<file path="src/rtl/oled_pkg.sv">
// Shared types and constants for the OLED screen driver.
// Build option: define OLED_INVERT_EN to start the panel in inverse display mode.
package oled_pkg;

  typedef enum logic [2:0] {
    ST_POWER_UP,
    ST_RESET_LOW,
    ST_RESET_HIGH,
    ST_LOAD_CMD,
    ST_SEND,
    ST_CHECK_INIT,
    ST_LOAD_DATA,
    ST_CHECK_FRAME
  } oled_state_e;

  localparam int         INIT_CMD_COUNT = 21;
  localparam logic [4:0] INIT_CMD_LAST  = 5'(INIT_CMD_COUNT - 1);

`ifdef OLED_INVERT_EN
  localparam logic [7:0] DISP_MODE_CMD = 8'hA7;
`else
  localparam logic [7:0] DISP_MODE_CMD = 8'hA6;
`endif

  // Panel init list: clock divide, mux ratio, offset, start line, charge pump,
  // horizontal addressing over the full 128x64 window, remap, display mode, on.
  function automatic logic [7:0] init_cmd(input logic [4:0] idx);
    logic [7:0] cmd;
    case (idx)
      5'd0:    cmd = 8'hD5;
      5'd1:    cmd = 8'h80;
      5'd2:    cmd = 8'hA8;
      5'd3:    cmd = 8'h3F;
      5'd4:    cmd = 8'hD3;
      5'd5:    cmd = 8'h00;
      5'd6:    cmd = 8'h40;
      5'd7:    cmd = 8'h8D;
      5'd8:    cmd = 8'h14;
      5'd9:    cmd = 8'h20;
      5'd10:   cmd = 8'h00;
      5'd11:   cmd = 8'h21;
      5'd12:   cmd = 8'h00;
      5'd13:   cmd = 8'h7F;
      5'd14:   cmd = 8'h22;
      5'd15:   cmd = 8'h00;
      5'd16:   cmd = 8'h07;
      5'd17:   cmd = 8'hA1;
      5'd18:   cmd = 8'hC8;
      5'd19:   cmd = DISP_MODE_CMD;
      5'd20:   cmd = 8'hAF;
      default: cmd = 8'hE3;  // panel NOP, never reached
    endcase
    return cmd;
  endfunction

endpackage

</file>
<file path="src/rtl/oled_spi_byte.sv">
// SPI mode-0 byte shifter: loads a byte, shifts it out MSB first with an
// SCLK half-period of CLK_DIV clks, and pulses done in its final clk.
module oled_spi_byte #(
  parameter logic [7:0] CLK_DIV = 8'd4
) (
  input  logic       clk,
  input  logic       reset,
  input  logic       start,
  input  logic [7:0] din,
  output logic       sclk,
  output logic       sdin,
  output logic       done
);

  localparam logic [7:0] DIV_LAST = CLK_DIV - 8'd1;

  logic [7:0] shreg_q, shreg_d;
  logic [2:0] bit_cnt_q, bit_cnt_d;
  logic [7:0] div_cnt_q, div_cnt_d;
  logic       sclk_q, sclk_d;
  logic       busy_q, busy_d;

  // Half-period timer, SCLK toggle, and shift on each falling edge.
  always_comb begin
    shreg_d   = shreg_q;
    bit_cnt_d = bit_cnt_q;
    div_cnt_d = div_cnt_q;
    sclk_d    = sclk_q;
    busy_d    = busy_q;
    done      = 1'b0;
    if (start) begin
      shreg_d   = din;
      bit_cnt_d = 3'd7;
      div_cnt_d = DIV_LAST;
      sclk_d    = 1'b0;
      busy_d    = 1'b1;
    end else if (busy_q) begin
      if (div_cnt_q == 8'd0) begin
        div_cnt_d = DIV_LAST;
        if (!sclk_q) begin
          sclk_d = 1'b1;
        end else begin
          sclk_d  = 1'b0;
          shreg_d = {shreg_q[6:0], 1'b0};
          if (bit_cnt_q == 3'd0) begin
            busy_d = 1'b0;
            done   = 1'b1;
          end else begin
            bit_cnt_d = bit_cnt_q - 3'd1;
          end
        end
      end else begin
        div_cnt_d = div_cnt_q - 8'd1;
      end
    end
  end

  // Shifter registers; reset drops any byte in flight.
  always_ff @(posedge clk) begin
    if (reset) begin
      shreg_q   <= '0;
      bit_cnt_q <= '0;
      div_cnt_q <= '0;
      sclk_q    <= 1'b0;
      busy_q    <= 1'b0;
    end else begin
      shreg_q   <= shreg_d;
      bit_cnt_q <= bit_cnt_d;
      div_cnt_q <= div_cnt_d;
      sclk_q    <= sclk_d;
      busy_q    <= busy_d;
    end
  end

  assign sclk = sclk_q;
  assign sdin = shreg_q[7];

endmodule

</file>
<file path="src/rtl/oled_screen_driver.sv">
// SSD1306-style OLED driver: power/reset sequencing, init command list,
// then continuous frame streaming from the text engine over SPI.
// Build option: OLED_INVERT_EN selects inverse display (see oled_pkg).
//
// state          | meaning
// ST_POWER_UP    | panel reset high, wait STARTUP_WAIT
// ST_RESET_LOW   | panel reset low, wait STARTUP_WAIT
// ST_RESET_HIGH  | panel reset high, wait STARTUP_WAIT
// ST_LOAD_CMD    | start shifting init command cmd_idx, dc=0
// ST_SEND        | byte shifting, cs low
// ST_CHECK_INIT  | cs high gap, next command or enter streaming
// ST_LOAD_DATA   | address held 2 clks, pixel byte captured on 2nd, dc=1
// ST_CHECK_FRAME | cs high gap, advance/wrap pixel address
module oled_screen_driver
  import oled_pkg::*;
#(
  parameter logic [31:0] STARTUP_WAIT = 32'd10000000,
  parameter logic [7:0]  CLK_DIV      = 8'd4,
  parameter logic [10:0] FRAME_BYTES  = 11'd1024
) (
  input  logic       clk,
  input  logic       reset,
  output logic [9:0] pixelAddress,
  input  logic [7:0] pixelData,
  output logic       io_sclk,
  output logic       io_sdin,
  output logic       io_cs,
  output logic       io_dc,
  output logic       io_reset,
  output logic       init_done,
  output logic       frame_done
);

  localparam logic [31:0] STARTUP_LAST = STARTUP_WAIT - 32'd1;
  localparam logic [31:0] GAP_LAST     = {24'd0, CLK_DIV} - 32'd1;
  localparam logic [9:0]  ADDR_LAST    = 10'(FRAME_BYTES - 11'd1);

  oled_state_e state_q, state_d;
  logic [31:0] wait_cnt_q, wait_cnt_d;
  logic [4:0]  cmd_idx_q, cmd_idx_d;
  logic [9:0]  addr_q, addr_d;
  logic        init_done_q, init_done_d;
  logic        dc_q, dc_d;
  logic        cs_q, cs_d;
  logic        rst_pin_q, rst_pin_d;
  logic        frame_wrap;

  logic        spi_start;
  logic [7:0]  spi_din;
  logic        spi_done;

  oled_spi_byte #(.CLK_DIV(CLK_DIV)) u_spi (
    .clk   (clk),
    .reset (reset),
    .start (spi_start),
    .din   (spi_din),
    .sclk  (io_sclk),
    .sdin  (io_sdin),
    .done  (spi_done)
  );

  // Next-state, counters and pin levels; pins follow the state being entered.
  always_comb begin
    state_d     = state_q;
    wait_cnt_d  = wait_cnt_q;
    cmd_idx_d   = cmd_idx_q;
    addr_d      = addr_q;
    init_done_d = init_done_q;
    spi_start   = 1'b0;
    spi_din     = 8'h00;
    frame_wrap  = 1'b0;

    case (state_q)
      ST_POWER_UP, ST_RESET_LOW, ST_RESET_HIGH: begin
        if (wait_cnt_q == STARTUP_LAST) begin
          wait_cnt_d = '0;
          case (state_q)
            ST_POWER_UP:  state_d = ST_RESET_LOW;
            ST_RESET_LOW: state_d = ST_RESET_HIGH;
            default:      state_d = ST_LOAD_CMD;
          endcase
        end else begin
          wait_cnt_d = wait_cnt_q + 32'd1;
        end
      end
      ST_LOAD_CMD: begin
        spi_start = 1'b1;
        spi_din   = init_cmd(cmd_idx_q);
        state_d   = ST_SEND;
      end
      ST_SEND: begin
        if (spi_done) begin
          wait_cnt_d = '0;
          state_d    = init_done_q ? ST_CHECK_FRAME : ST_CHECK_INIT;
        end
      end
      ST_CHECK_INIT: begin
        if (wait_cnt_q == GAP_LAST) begin
          wait_cnt_d = '0;
          if (cmd_idx_q < INIT_CMD_LAST) begin
            cmd_idx_d = cmd_idx_q + 5'd1;
            state_d   = ST_LOAD_CMD;
          end else begin
            init_done_d = 1'b1;
            state_d     = ST_LOAD_DATA;
          end
        end else begin
          wait_cnt_d = wait_cnt_q + 32'd1;
        end
      end
      ST_LOAD_DATA: begin
        // first clk lets the text engine's registered read settle
        if (wait_cnt_q == 32'd1) begin
          wait_cnt_d = '0;
          spi_start  = 1'b1;
          spi_din    = pixelData;
          state_d    = ST_SEND;
        end else begin
          wait_cnt_d = wait_cnt_q + 32'd1;
        end
      end
      ST_CHECK_FRAME: begin
        if (wait_cnt_q == GAP_LAST) begin
          wait_cnt_d = '0;
          state_d    = ST_LOAD_DATA;
          if (addr_q == ADDR_LAST) begin
            addr_d     = '0;
            frame_wrap = 1'b1;
          end else begin
            addr_d = addr_q + 10'd1;
          end
        end else begin
          wait_cnt_d = wait_cnt_q + 32'd1;
        end
      end
      default: state_d = ST_POWER_UP;
    endcase

    cs_d      = !(state_d == ST_LOAD_CMD || state_d == ST_LOAD_DATA || state_d == ST_SEND);
    rst_pin_d = (state_d != ST_RESET_LOW);
    if (state_d == ST_LOAD_CMD)       dc_d = 1'b0;
    else if (state_d == ST_LOAD_DATA) dc_d = 1'b1;
    else                              dc_d = dc_q;
  end

  // State and pin registers with synchronous reset.
  always_ff @(posedge clk) begin
    if (reset) begin
      state_q     <= ST_POWER_UP;
      wait_cnt_q  <= '0;
      cmd_idx_q   <= '0;
      addr_q      <= '0;
      init_done_q <= 1'b0;
      dc_q        <= 1'b0;
      cs_q        <= 1'b1;
      rst_pin_q   <= 1'b1;
    end else begin
      state_q     <= state_d;
      wait_cnt_q  <= wait_cnt_d;
      cmd_idx_q   <= cmd_idx_d;
      addr_q      <= addr_d;
      init_done_q <= init_done_d;
      dc_q        <= dc_d;
      cs_q        <= cs_d;
      rst_pin_q   <= rst_pin_d;
    end
  end

  assign pixelAddress = addr_q;
  assign io_cs        = cs_q;
  assign io_dc        = dc_q;
  assign io_reset     = rst_pin_q;
  assign init_done    = init_done_q;
  assign frame_done   = frame_wrap;

endmodule

</file>
<file path="config.mk">
export PLATFORM = sky130hd
export DESIGN_NAME = oled_screen_driver
export DESIGN_NICKNAME = d
export VERILOG_FILES = /design/src/rtl/oled_pkg.sv /design/src/rtl/oled_spi_byte.sv /design/src/rtl/oled_screen_driver.sv
export SDC_FILE = /design/constraint.sdc
export NUM_CORES = 1
export LEC_CHECK = 0
export ABC_AREA = 0
export CAP_MARGIN = 20
export CORE_UTILIZATION = 40
export CTS_CLUSTER_SIZE = 24
export DETAILED_ROUTE_END_ITERATION = 10
export PLACE_DENSITY = 0.56
export SLEW_MARGIN = 30
export SYNTH_ARGS = -nofsm -noshare
export SYNTH_HDL_FRONTEND = slang
export SYNTH_HIERARCHICAL = 1
export SYNTH_SLANG_ARGS = --single-unit
</file>
<file path="constraint.sdc">
create_clock -name clk -period 10.65 [get_ports clk]
set_input_delay 1.5975 -clock clk [delete_from_list [all_inputs] [get_ports clk]]
set_output_delay 1.5975 -clock clk [all_outputs]
set_load 0.02 [all_outputs]
</file>
Word level (Yosys, flattened, before mapping)
Memory sizes are Yosys's and may differ from the RTL's. A register that Yosys moved wholly into a read port is not among the register bits.
Cells that the tools add are included.

word-level totals
  flip-flop bits (word level) = 75
  bits in latches = 0
  memory bits (writable) = 0
  memory bits (read-only) = 256
  input bits = 10
  output and inout port bits = 17
  logic and storage cells = 107
  memories kept = 1

operators by class
  $add $sub $neg = 5
  $mul = 0
  divide/modulo/power cells = 0
  magnitude comparators = 1
  equal/unequal tests = 17
  shifts and indexed selects = 0
  mux-type cells = 47
  bitwise gates (word level) = 1
  reductions and logical operators = 21

memories
  memory           words  bits a word  rd ports  clocked after memory_dff  wr ports  RTL line        source
  (no name shown)  32     8            1         1                         0         oled_pkg.sv:29  case (idx)

operators with widths
  operator                 number
  $mux W32                 4
  $pmux W32 S4             1
  $mux W8                  6
  $mux W3                  11
  $add A32 B1 Y32 const B  1
  $eq A32 B1 Y1 const B    1
  $eq A32 B2 Y1 const B    1
  $eq A32 B24 Y1 const B   1
  $eq A3 B3 Y1 const B     6
  $pmux W3 S6              1
  $pmux W8 S2              1
  $mux W1                  15
  $add A10 B1 Y10 const B  1
  $eq A10 B10 Y1 const B   1
  $mux W10                 1
  $mux W5                  2
  $eq A3 B2 Y1 const B     3
  $reduce_and A3 Y1        3
  $logic_not A8 Y1         1
  $sub A8 B1 Y8 const B    1
  $logic_not A3 Y1         2
  $mux W2                  3
  $reduce_and A2 Y1        3
  $reduce_bool A2 Y1       3
  15 further kinds         19

Depth between registers and ports, before layout
Gate-level depths: netlist of run 1.

  word-level depth = 12
  mapped depth = 16
  gate-level depth less buffers = 14

By module
Netlist of run 1, hierarchy kept.

modules (own cells, without submodules)
  module              times used  cells each  area an instance (um2)  seq. area each (um2)
  oled_screen_driver  1           417         3468.3                  1241.2
  oled_spi_byte       1           116         1012.2                  420.4

Worst setup path after synthesis of run 1
No wires, ideal clock.

  path kind = flip-flop to flip-flop
  from = register wait_cnt_q[3]
  to = register wait_cnt_q[31]
  library setup time = 0.117 ns
  arrival time = 3.620 ns
  required time = 10.533 ns
  setup slack = 6.913 ns
  stages on the path, launching flop included = 17
  buffers on the path = 2
  clock period less this slack = 3.737 ns
  path through = dfxtp_1 > clkbuf_1 > nor3_1 > and2_1 > nand4_1 > nor3_1 > or2_2 > clkbuf_1 > or3b_2 > nor2_1 > nor4b_1 > nor4_2 > nor4b_1 > nor2b_1 > nand4_1 > xor2_1 > nor2_1

between the ends
  word-level cells in the longest chain between the ends = 6
  elaborated cells between the ends (all ways) = 13
  classes of those cells = add/sub: 1; eq/ne: 4; mux: 7; reduce/logical: 1

ends and longest elaborated chain
  item                                RTL line                   source
  from (decl)                         oled_screen_driver.sv:39   logic [31:0] wait_cnt_q, wait_cnt_d;
  from (signal assigned)              oled_screen_driver.sv:159  wait_cnt_q <= wait_cnt_d;
  $eq A32 B1 Y1                       oled_screen_driver.sv:113  if (wait_cnt_q == 32'd1) begin
  $mux W1                             oled_screen_driver.sv:113
  $pmux W1 S2                         oled_screen_driver.sv:73   case (state_q)
  via spi_start                       oled_screen_driver.sv:48   logic spi_start;
  $mux W1                             oled_spi_byte.sv:31        if (start) begin
  via spi_done                        oled_screen_driver.sv:50   logic spi_done;
  $ne A2 B2 Y1 (no source line)       --
  $reduce_and A2 Y1 (no source line)  --

The timed path passes the listed nets, and every way through them passes these cells.
A chain may end at the register's enable or synchronous reset.

Worst setup path after layout of run 1
  from = register wait_cnt_q[7]
  to = output frame_done

between the ends
  word-level cells in the longest chain between the ends = 3

ends and longest elaborated chain
  item           RTL line                   source
  $eq A32 B2 Y1  oled_screen_driver.sv:123  if (wait_cnt_q == GAP_LAST) begin
  $mux W1        oled_screen_driver.sv:123
  $mux W1        oled_screen_driver.sv:73
  to (decl)      oled_screen_driver.sv:31   output logic frame_done

Every way passes these cells.

==> results.md, run 1 <==
* Status: finished, final reports clean
* EDFF count, synth at 0
* Routed WL per cell at 14.5 microns
* H-tree depth at 3
* Syn nets at 556
* Synth Area in XOR/XNOR at 9.58%
* Crit path DAT at 3.10 ns
* Post-route ant nets at 0
* Die Height at 108 microns
* Root buffer cell: clkbuf_8
* Die width at 108 microns
* P per Cell Area at 112 nW/um^2
* Worst Hold Class: register to register
* Adder-Cell Fraction of Synth Area at 3.63%
* Leak pwr at 1.79 nW
* Hold Fails Final Rpt at 0
* Final setup viols at 0
* Setup Fix Bufs, Post-CTS at 0
* Total grt overflow at 0
* Grt met1 use at 23.4%
* Worst Skew at 0.0113 ns
* Register area share after synthesis at 37.1%
* Ports at 27
* Worst-Margin Slew at 0.978 ns
* Nets@finish at 569
* Peak VDD IR at 74.5 uV
* Avg Cell Area, Syn at 8.41 sq um
* Fin crit share at 44.1%
* Worst EP required at 9.05 ns
* TritonCTS clock tree: built
* Syn. warnings at 6
* Initial Util at 41.2%
* 1st-iter DRT viols at 224
* Critical Path Start Type: register
* Initial antenna violation count at 0
* Area delta synth->final at 12.3%
* 1st-pass router iterations at 4
* # clock sinks at 83
* Clock power share at 41.7%
* Crit path capture type: output port
* Simple-gate share of the synthesized area at 31.3%
* Hold_buf cts at 0
* Final wirelength at 10000 microns
* Min-delay src: u_spi/shreg_q[0]
* Met3 Use GR at 4.48%
* Synth Register Bits at 83
* Met2 usage at 30.0%
* Placed cells at 675
* Drc violations at 0
* Clock Path Buffers at 2
* Ys flop type: dfxtp_1
* Reg-to-reg slack, setup at 6.13 ns
* Worst-Skew Late Latency at 0.37 ns
* Mux cell area share after synthesis at 2.79%
* Placed Area at 4820 sq um
* Syn Std Cell Area at 4480 sq um
* Tmin final at 4.70 ns
* Max-slew headroom at 34.3%
* Via/cell ratio at 5.53
* Reg2Reg Depth at 14
* Synth Instances at 533
* Internal power at 0.000427 W
* WHS Endpoint: u_spi/shreg_q[0]
* First-pass GRT wire length at 16800 microns
* Max-cap viol count at 0
* Critical path fanouts, max at 6
* Largest net degree at the start of global routing at 39
* Vias in the first global route at 3551
* CTS Buf Count at 9
* RSZ-0062 raised after global routing: false
* Die area at 11600 sq um
* Worst r2r dst: wait_cnt_q[31]
* Port Buffer Count at 26
* Inserted Diodes at 0
* Largest family of logic cells by synthesized area: simple AND/OR/NAND/NOR gates
* Worst Hold Depth at 2
* Synth cell types at 63
* Sw Share at 24.0%
* PostCTS Resize Cnt at 0
* Clock-pin slew on the worst setup and hold paths at 0.09 ns
* Hold slack at 0.483 ns
* Reg-to-Reg Start: wait_cnt_q[18]
* Row cnt at 38
* Final GP Congestion at 0.795
* Sequential share of power at 55.7%
* Design Area, Final at 5030 sq um
* Setup TNS at 0 ns
* Core area at 10900 sq um
* Fmax at 0.213 GHz
* Non-filler cells, final at 691
* WS Path Type: register to output port
* Vias at 3819
* GRT Util Overall at 18.4%
* DPL Wire Length at 7020 microns
* Most used routing layer in global routing: met2
* Sw Pwr at 0.000135 W
* Fraction of layout cells with a size suffix above 1 at 8.53%
* Async set or reset register ratio after synthesis at 0%
* Post-synthesis compound-gate area fraction at 11.5%
* Comb pwr share at 2.7%
* Final max-slew violation count at 0
[registers in the layout, summed over array words and instances, names as in the netlist, named ones only]
name,cells
init_done,1
u_spi/bit_cnt_q,3
io_dc,1
wait_cnt_q,32
u_spi/sclk,1
u_spi/shreg_q,8
u_spi/div_cnt_q,8
io_cs,1
state_q,3
u_spi/busy_q,1
io_reset,1
pixelAddress,10
cmd_idx_q,5
[critical path, stage by stage, from the launching register on]
cell and delay [ns]:
dfxtp_1 0.37, nor3_1 0.37, nand4_1 0.32, nor4_1 0.45
nand4_1 0.27, nor3_1 0.31, clkdlybuf4s50_1 0.65
[layer usage]
layer	share of wire, %	wire length [microns]	vias up
li1	-	-	1925
met1	49	4930	1805
met2	45	4540	74
met3	3.8	381	15
met4	1.6	159	0
met5	0	0	-
[worst max path at each step]
stage                   startpoint        endpoint  slack [ns]  cells past startpoint
floorplan            wait_cnt_q[3]  wait_cnt_q[31]        6.91                     16
global placement    wait_cnt_q[18]  wait_cnt_q[31]        6.29                     14
detailed placement  wait_cnt_q[18]  wait_cnt_q[31]        6.15                     14
CTS                 wait_cnt_q[27]      frame_done        5.95                      6
global route         wait_cnt_q[7]      frame_done        5.64                      6
finish               wait_cnt_q[7]      frame_done        5.95                      6
[power by group through the flow]
stage | clock [W] | combinational [W] | sequential [W]
after floorplan | 0 | 0.00000818 | 0.000319
after global placement | 0 | 0.0000151 | 0.000320
after detailed placement | 0 | 0.0000148 | 0.000320
after CTS | 0.000243 | 0.0000150 | 0.000312
after global routing | 0.000256 | 0.0000162 | 0.000313
final | 0.000234 | 0.0000149 | 0.000312
[synthesized netlist by cell type (3+ instances only)]
library cell  count  area [sq um]
or2_2             6          37.5
inv_1            18          67.6
nor3b_1           4          30.0
dfxtp_1          83          1660
a2111oi_1         4          40.0
o21ai_0          11          55.1
nand2_1          37           139
xnor2_1          23           201
a22o_1            9          78.8
clkbuf_1         17          63.8
and4_1            7          61.3
a21oi_1          14          70.1
mux2i_1           8          80.1
and3_1           10          62.6
buf_2             6          30.0
or3_1             4          25.0
a31oi_1           7          43.8
nand4_1          21           131
xor2_1           26           228
mux2_2            4          45.0
a211oi_1          4          30.0
ha_1             13           163
nor2_1           85           319
nor4b_1           3          26.3
nor3_1           23           115
nand3_1          23           115
nor4_1            8          50.1
and2_1            4          25.0
nor4_4            3          63.8
or4_1             3          22.5
[kinds of logic (layout without fill, tap and decap cells)]
kind of cell | Yosys count | after routing
AO/OA/AOI/OAI | 72 | 72
adder cells (fa/ha/maj) | 13 | 13
multiplexers | 12 | 12
AND/OR/NAND/NOR | 259 | 259
XOR/XNOR | 49 | 49
buffers and inverters | 45 | 63
flip-flops | 83 | 83
[cell type report]
| class | instances | area (sq um) |
|---|---|---|
| Timing Repair Buffer | 28 | 275 |
| Clock inverter | 7 | 77.6 |
| Clock buffer | 9 | 124 |
| Multi-Input combinational cell | 405 | 2650 |
| Inverter | 19 | 71.3 |
| Fill cell | 1067 | 5860 |
| Sequential cell | 83 | 1660 |
| Tap cell | 140 | 175 |
[stage by stage]
stage	setup slack [ns]	util, %	total power (W)
floorplan	6.91	-	0.000327
global placement	6.29	44.3	0.000335
detailed placement	6.15	44.3	0.000335
CTS	5.95	46.1	0.000571
global route	5.64	46.2	0.000585
finish	5.95	46.2	0.000561
[placed cells by master, fill, tap and decap left out, drive strengths merged, types with 7 or more instances in the layout]
master / Yosys / layout
a2111oi: 7 / 7
a21oi: 14 / 14
a22o: 9 / 9
a31oi: 7 / 7
and3: 13 / 13
and4: 7 / 7
clkbuf: 17 / 9
clkdlybuf4s50: 0 / 26
dfxtp: 83 / 83
ha: 13 / 13
inv: 19 / 20
mux2i: 8 / 8
nand2: 37 / 37
nand3: 24 / 24
nand4: 22 / 22
nor2: 85 / 85
nor3: 24 / 24
nor4: 13 / 13
o21ai: 13 / 13
xnor2: 23 / 23
xor2: 26 / 26
Note: power is estimated with default switching activity, not from simulation.
==> run 2, diff against run 1 <==
--- a/config.mk
+++ b/config.mk
@@ -10,7 +10,7 @@
 export CORE_UTILIZATION = 40
 export CTS_CLUSTER_SIZE = 24
 export DETAILED_ROUTE_END_ITERATION = 10
-export PLACE_DENSITY = 0.56
+export PLACE_DENSITY = 0.59
 export SLEW_MARGIN = 30
 export SYNTH_ARGS = -nofsm -noshare
 export SYNTH_HDL_FRONTEND = slang
==> constraint.sdc (replaced) <==
create_clock -name clk -period 4.2 [get_ports clk]
set_input_delay 0.63 -clock clk [delete_from_list [all_inputs] [get_ports clk]]
set_output_delay 0.63 -clock clk [all_outputs]
set_load 0.02 [all_outputs]
==> run 2 against run 1 <==
Effect of this change: clock power grew to 2.8 times the previous value; non-clock buffer count is 10 higher; global-route usage is 0.48 points lower; sequential power grew to 2.5 times the previous value; routed wire length is 3.1% lower; cell area is 1.8% higher; utilization is 0.83 points higher; combinational power grew to 2.7 times the previous value; worst hold slack worse by 0.0079 ns; critical endpoint is now wait_cnt_q[28]; critical path depth is 9 higher; clock skew is 0.0032 ns lower.
==> results.md, run 2 (synthesis gave the netlist of run 1 again) <==
* Status: finished, final reports clean
* Hold slack at 0.475 ns (-0.00793 ns)
* Largest net degree at the start of global routing at 34 (-13%)
* Post-route ant nets at 0 (unchanged)
* Peak VDD IR at 228 uV (+210%)
* 1st-iter DRT viols at 233 (+4.0%)
* WS Path Type: register to register
* H-tree depth at 3 (unchanged)
* Max-slew headroom at 51.4% (+17 points)
* GRT Util Overall at 17.9% (-0.48 points)
* Routed WL per cell at 13.9 microns (-4.1%)
* Area delta synth->final at 14.3%
* Total grt overflow at 0 (unchanged)
* Fmax at 0.259 GHz
* Slowest cell delay on critical path at 0.48 ns (-0.17 ns)
* Clock-pin slew on the worst setup and hold paths at 0.08 ns (about the same)
* CTS Buf Count at 9 (unchanged)
* Worst Skew at 0.00810 ns (-0.00316 ns)
* Largest delay contributor family on the critical path: simple AND/OR/NAND/NOR gates
* Final wirelength at 9700 microns (-3.1%)
* Fin crit share at 92.0%
* Cell breakdown of the critical path: nor4_4, and4_1, nand4_1, nor3_2, or2_2, or3b_2, nor2_1, nor4b_1, buf_4, nor4_1, nand4_1, nor3_1, nand3_1, xor2_1, nor2_1
* Final setup viols at 0 (unchanged)
* P per Cell Area at 289 nW/um^2 (+160%)
* 1st-pass router iterations at 5 (+1)
* Die Height at 108 microns (unchanged)
* Worst EP required at 4.41 ns (-4.64 ns)
* Max-cap viol count at 0 (unchanged)
* Critical path fanouts, max at 9 (+3)
* Ports at 27 (unchanged)
* Core area at 10900 sq um (unchanged)
* Tmin final at 3.87 ns
* Root buffer cell: clkbuf_8
* Die area at 11600 sq um (unchanged)
* Sw Pwr at 0.000291 W (+120%)
* CP max stage cell: dfxtp_1
* # clock sinks at 83 (unchanged)
* Comb pwr share at 2.7% (about the same)
* DPL Wire Length at 7070 microns (+0.70%)
* Worst-Margin Slew at 0.729 ns (-0.249 ns)
* Biggest register: wait_cnt_q
* Via/cell ratio at 5.44 (-1.5%)
* Setup TNS at 0 ns (unchanged)
* Worst-Skew Late Latency at 0.35 ns (-0.02 ns)
* Clock Path Buffers at 2 (unchanged)
* Fraction of layout cells with a size suffix above 1 at 9.50% (+0.97 points)
* Vias in the first global route at 3583 (+0.90%)
* Most common cell after layout, fill and taps aside: nor2_1
* Final GP Congestion at 0.839 (+5.5%)
* Drc violations at 0 (unchanged)
* Die width at 108 microns (unchanged)
* Sequential share of power at 53.4% (-2.3 points)
* Most frequent cells in the layout: nor2_1, dfxtp_1, nand2_1, xor2_1, clkdlybuf4s50_1
* Critical Path Start Type: register
* Final max-slew violation count at 0 (unchanged)
* Inserted Diodes at 0 (unchanged)
* Vias at 3800 (-0.50%)
* Port Buffer Count at 26 (unchanged)
* Crit path DAT at 4.08 ns (+0.98 ns)
* Setup Fix Bufs, Post-CTS at 0 (unchanged)
* First-pass GRT wire length at 16500 microns (-1.3%)
* TritonCTS clock tree: built
* Hold_buf cts at 0 (unchanged)
* Initial antenna violation count at 0 (unchanged)
* Sw Share at 19.6% (-4.3 points)
* Leak pwr at 1.85 nW (+3.4%)
* Fillers at 1074 (+0.66%)
* Max reg flops at 32 (unchanged)
* Row cnt at 38 (unchanged)
* RSZ-0062 raised after global routing: false
* Clock power share at 43.9% (+2.2 points)
* Nets@finish at 579 (+1.8%)
* PostCTS Resize Cnt at 0 (unchanged)
* Initial Util at 41.2% (unchanged)
* WP buf/inv at 1 (unchanged)
* Hold Fails Final Rpt at 0 (unchanged)
* Crit path capture type: register
* Internal power at 0.00119 W (+180%)
* Worst Hold Class: register to register
## run 2: cell count changes in the layout (fill, tap and decap cells not counted), sizes merged
cell / before / now
inv: 20 / 19
clkinvlp: 1 / 0
buf: 2 / 12
bufinv: 1 / 3
clkinv: 4 / 0
clkbuf: 9 / 10
## run 2: path summary, 6_finish.rpt
check                           to              from  cells after the start  slack, ns
setup reg to reg    wait_cnt_q[28]    wait_cnt_q[18]                     15       0.33
hold / removal    u_spi/shreg_q[0]  u_spi/shreg_q[0]                      2       0.47
setup / recovery    wait_cnt_q[28]    wait_cnt_q[18]                     15       0.33
hold reg to reg   u_spi/shreg_q[0]  u_spi/shreg_q[0]                      2       0.47
## run 2: layout make-up
cell class / count / area, sq um / area share (%)
multi-input cells: 405 / 2640 / 51.6
flip-flops and latches: 83 / 1660 / 32.5
repair buffers: 38 / 350 / 6.84
well taps: 140 / 175 / 3.42
clock buffers: 10 / 128 / 2.49
clock inverters: 3 / 90.1 / 1.76
inverters: 19 / 71.3 / 1.39
## run 2: power by group through the flow
stage	Combinational, W	Sequential (W)	Clock [W]
after global placement	0.0000398	0.000810	0
final	0.0000400	0.000791	0.000650
after global routing	0.0000451	0.000792	0.000712
after CTS	0.0000403	0.000791	0.000676
after detailed placement	0.0000400	0.000810	0
after floorplan	0.0000207	0.000810	0
## run 2: through the flow
stage	area, sq um	power, W	std cells	util (%)	setup WS (ns)
6_report	5120	0.00148	698	47.0	0.334
4_1_cts	5110	0.00151	698	47.0	0.308
3_3_place_gp	4900	0.000850	685	45.0	0.485
3_5_place_dp	4900	0.000850	685	45.0	0.329
2_1_floorplan	4480	0.000830	533	-	0.463
5_1_grt	5120	0.00155	698	47.0	0.0529
## run 2: worst register-to-register path, stage by stage, from the launching register on
cell	delay, ns
dfxtp_1	0.48
nor4_4	0.09
and4_1	0.24
nand4_1	0.12
nor3_2	0.10
or2_2	0.31
or3b_2	0.47
nor2_1	0.23
nor4b_1	0.09
buf_4	0.16
nor4_1	0.33
nand4_1	0.28
nor3_1	0.45
nand3_1	0.16
xor2_1	0.16
nor2_1	0.05
## run 2: metal layers
metal,wire [microns],vias to the layer above,GRT usage (%)
met3,325,14,3.93
met4,137,0,6.07
met5,0,-,0
met1,4610,1795,22.6
li1,-,1930,-
met2,4630,61,29.9
==> run 3, diff against run 2 <==
--- a/config.mk
+++ b/config.mk
@@ -7,9 +7,11 @@
 export LEC_CHECK = 0
 export ABC_AREA = 0
 export CAP_MARGIN = 20
+export CORE_MARGIN = 2
 export CORE_UTILIZATION = 40
 export CTS_CLUSTER_SIZE = 24
 export DETAILED_ROUTE_END_ITERATION = 10
+export GPL_ROUTABILITY_DRIVEN = 1
 export PLACE_DENSITY = 0.59
 export SLEW_MARGIN = 30
 export SYNTH_ARGS = -nofsm -noshare
==> run 3 against run 2 <==
Effect of this change: clock power is 10% lower; maximum frequency is 0.43% higher; cell area is 0.42% lower; sequential cell count stayed put; cell count is 0.29% higher; sequential share of layout area is 0.14 points higher; first-iteration DRC count is 28% lower; critical endpoint is now wait_cnt_q[30].
==> results.md, run 3 (synthesis gave the netlist of run 1 again) <==
* Final max-slew violation count at 0 (unchanged)
* Clock-pin slew on the worst setup and hold paths at 0.08 ns (about the same)
* PostCTS Resize Cnt at 0 (unchanged)
* RSZ-0062 raised after global routing: false
* Fillers at 1077 (+0.28%)
* Tmin final at 3.85 ns (-0.0165 ns)
* Most frequent cells in the layout: nor2_1, dfxtp_1, nand2_1, xor2_1, clkdlybuf4s50_1
* Critical path fanouts, max at 9 (unchanged)
* CTS Buf Count at 9 (unchanged)
* Vias in the first global route at 3554 (-0.81%)
* Crit path capture type: register
* Status: finished, final reports clean
* Worst-Margin Slew at 0.932 ns (+0.203 ns)
* Area delta synth->final at 13.8%
* Via/cell ratio at 5.45 (about the same)
* Leak pwr at 1.84 nW (-0.55%)
* Final wirelength at 9830 microns (+1.3%)
* Hold slack at 0.474 ns (-0.000621 ns)
* Worst EP required at 4.43 ns (+0.02 ns)
* P per Cell Area at 278 nW/um^2 (-4.0%)
* Max-slew headroom at 37.4% (-14 points)
* Ports at 27 (unchanged)
* Final setup viols at 0 (unchanged)
* WS Path Type: register to register
* Die Height at 110 microns (+1.9%)
* Fmax at 0.260 GHz (+0.43%)
* Multi-input logic area at 2640 sq um (-0.19%)
* Setup TNS at 0 ns (unchanged)
* Worst Skew at 0.00838 ns (+0.000274 ns)
* Crit path DAT at 4.08 ns (about the same)
* Initial antenna violation count at 0 (unchanged)
* Min-delay src: u_spi/shreg_q[0]
* Post-route ant nets at 0 (unchanged)
* Worst Hold Class: register to register
* 1st-pass router iterations at 4 (-1)
* Drc violations at 0 (unchanged)
* Critical Path Start Type: register
* Max reg flops at 32 (unchanged)
* Reg-to-Reg Start: wait_cnt_q[18]
* 1st-iter DRT viols at 167 (-28%)
* # clock sinks at 83 (unchanged)
* Nets@finish at 579 (unchanged)
* Routed WL per cell at 14.0 microns (+1.0%)
* Die area at 12100 sq um (+3.7%)
* Peak VDD IR at 173 uV (-24%)
* Hold Fails Final Rpt at 0 (unchanged)
* Core area at 10900 sq um (unchanged)
* First-pass GRT wire length at 16800 microns (+1.8%)
* Die width at 110 microns (+1.9%)
* Total grt overflow at 0 (unchanged)
* Row cnt at 38 (unchanged)
* Register area at 1660 sq um (unchanged)
* Clock Path Buffers at 2 (unchanged)
* Biggest register: wait_cnt_q
* Slowest cell delay on critical path at 0.47 ns (about the same)
* Worst-Skew Late Latency at 0.36 ns (about the same)
* Setup Fix Bufs, Post-CTS at 0 (unchanged)
* Port Buffer Count at 26 (unchanged)
* Initial Util at 41.2% (unchanged)
* Max-cap viol count at 0 (unchanged)
* CP startpoint: wait_cnt_q[18]
* Final GP Congestion at 0.828 (-1.3%)
* H-tree depth at 3 (unchanged)
* Hold_buf cts at 0 (unchanged)
* Fraction of layout cells with a size suffix above 1 at 9.82% (+0.32 points)
* Cell breakdown of the critical path: nor4_4, and4_1, nand4_1, nor3_1, or2_2, or3b_2, nor2_1, nor4b_1, buf_4, nor4_1, nand4_1, nor3_1, nand3_1, xor2_1, nor2_1
* Inserted Diodes at 0 (unchanged)
* CP max stage cell: dfxtp_1
* Root buffer cell: clkbuf_8
* Most common cell after layout, fill and taps aside: nor2_1
* GRT Util Overall at 17.6% (-0.34 points)
* DPL Wire Length at 7280 microns (+3.0%)
* TritonCTS clock tree: built
* Vias at 3812 (+0.32%)
* Fin crit share at 91.7% (-0.39 points)
* Largest net degree at the start of global routing at 19 (-44%)
run 3: metal layers:
layer  part of all wire, %  vias up  global-route usage, %
met4                   1.6        0                   6.24
met3                   3.9       12                   3.91
li1                      -     1944                      -
met5                     0        -                      0
met2                    47       60                   28.7
met1                    47     1796                   22.7
run 3: worst paths after layout:
check / end / cells past startpoint / slack, ns
hold reg to reg: u_spi/shreg_q[0] / 2 / 0.47
setup / recovery: wait_cnt_q[30] / 15 / 0.35
setup reg to reg: wait_cnt_q[30] / 15 / 0.35
hold / removal: u_spi/shreg_q[0] / 2 / 0.47
run 3: layout make-up:
cell class / instances / area share, %
Tap cell: 140 / 3.44
Timing Repair Buffer: 38 / 6.87
Clock buffer: 11 / 2.97
Multi-Input combinational cell: 405 / 51.8
Inverter: 19 / 1.40
Clock inverter: 4 / 0.982
Sequential cell: 83 / 32.6
run 3: critical path: cells and delay by family (launching register included):
family / cells / cell delay [ns]
and+or+nand+nor: 13 / 2.95
DFF: 1 / 0.47
buffers and inverters: 1 / 0.16
xor gates and xnor gates: 1 / 0.15
run 3: metrics by stage:
stage               total power, W  std cells  instance area, sq um  worst slack, ns  utilization, %
finish                     0.00142        700                  5100            0.350            46.8
global route               0.00147        700                  5100          0.00543            46.8
CTS                        0.00144        700                  5100            0.324            46.8
detailed placement        0.000850        685                  4900            0.333            45.0
global placement          0.000850        685                  4900            0.476            45.0
floorplan                 0.000830        533                  4480            0.463               -
run 3: where the power goes:
group | internal, W | switching, W
logic | 0.0000162 | 0.0000239
clock network | 0.000303 | 0.000282
registers | 0.000789 | 0.00000250
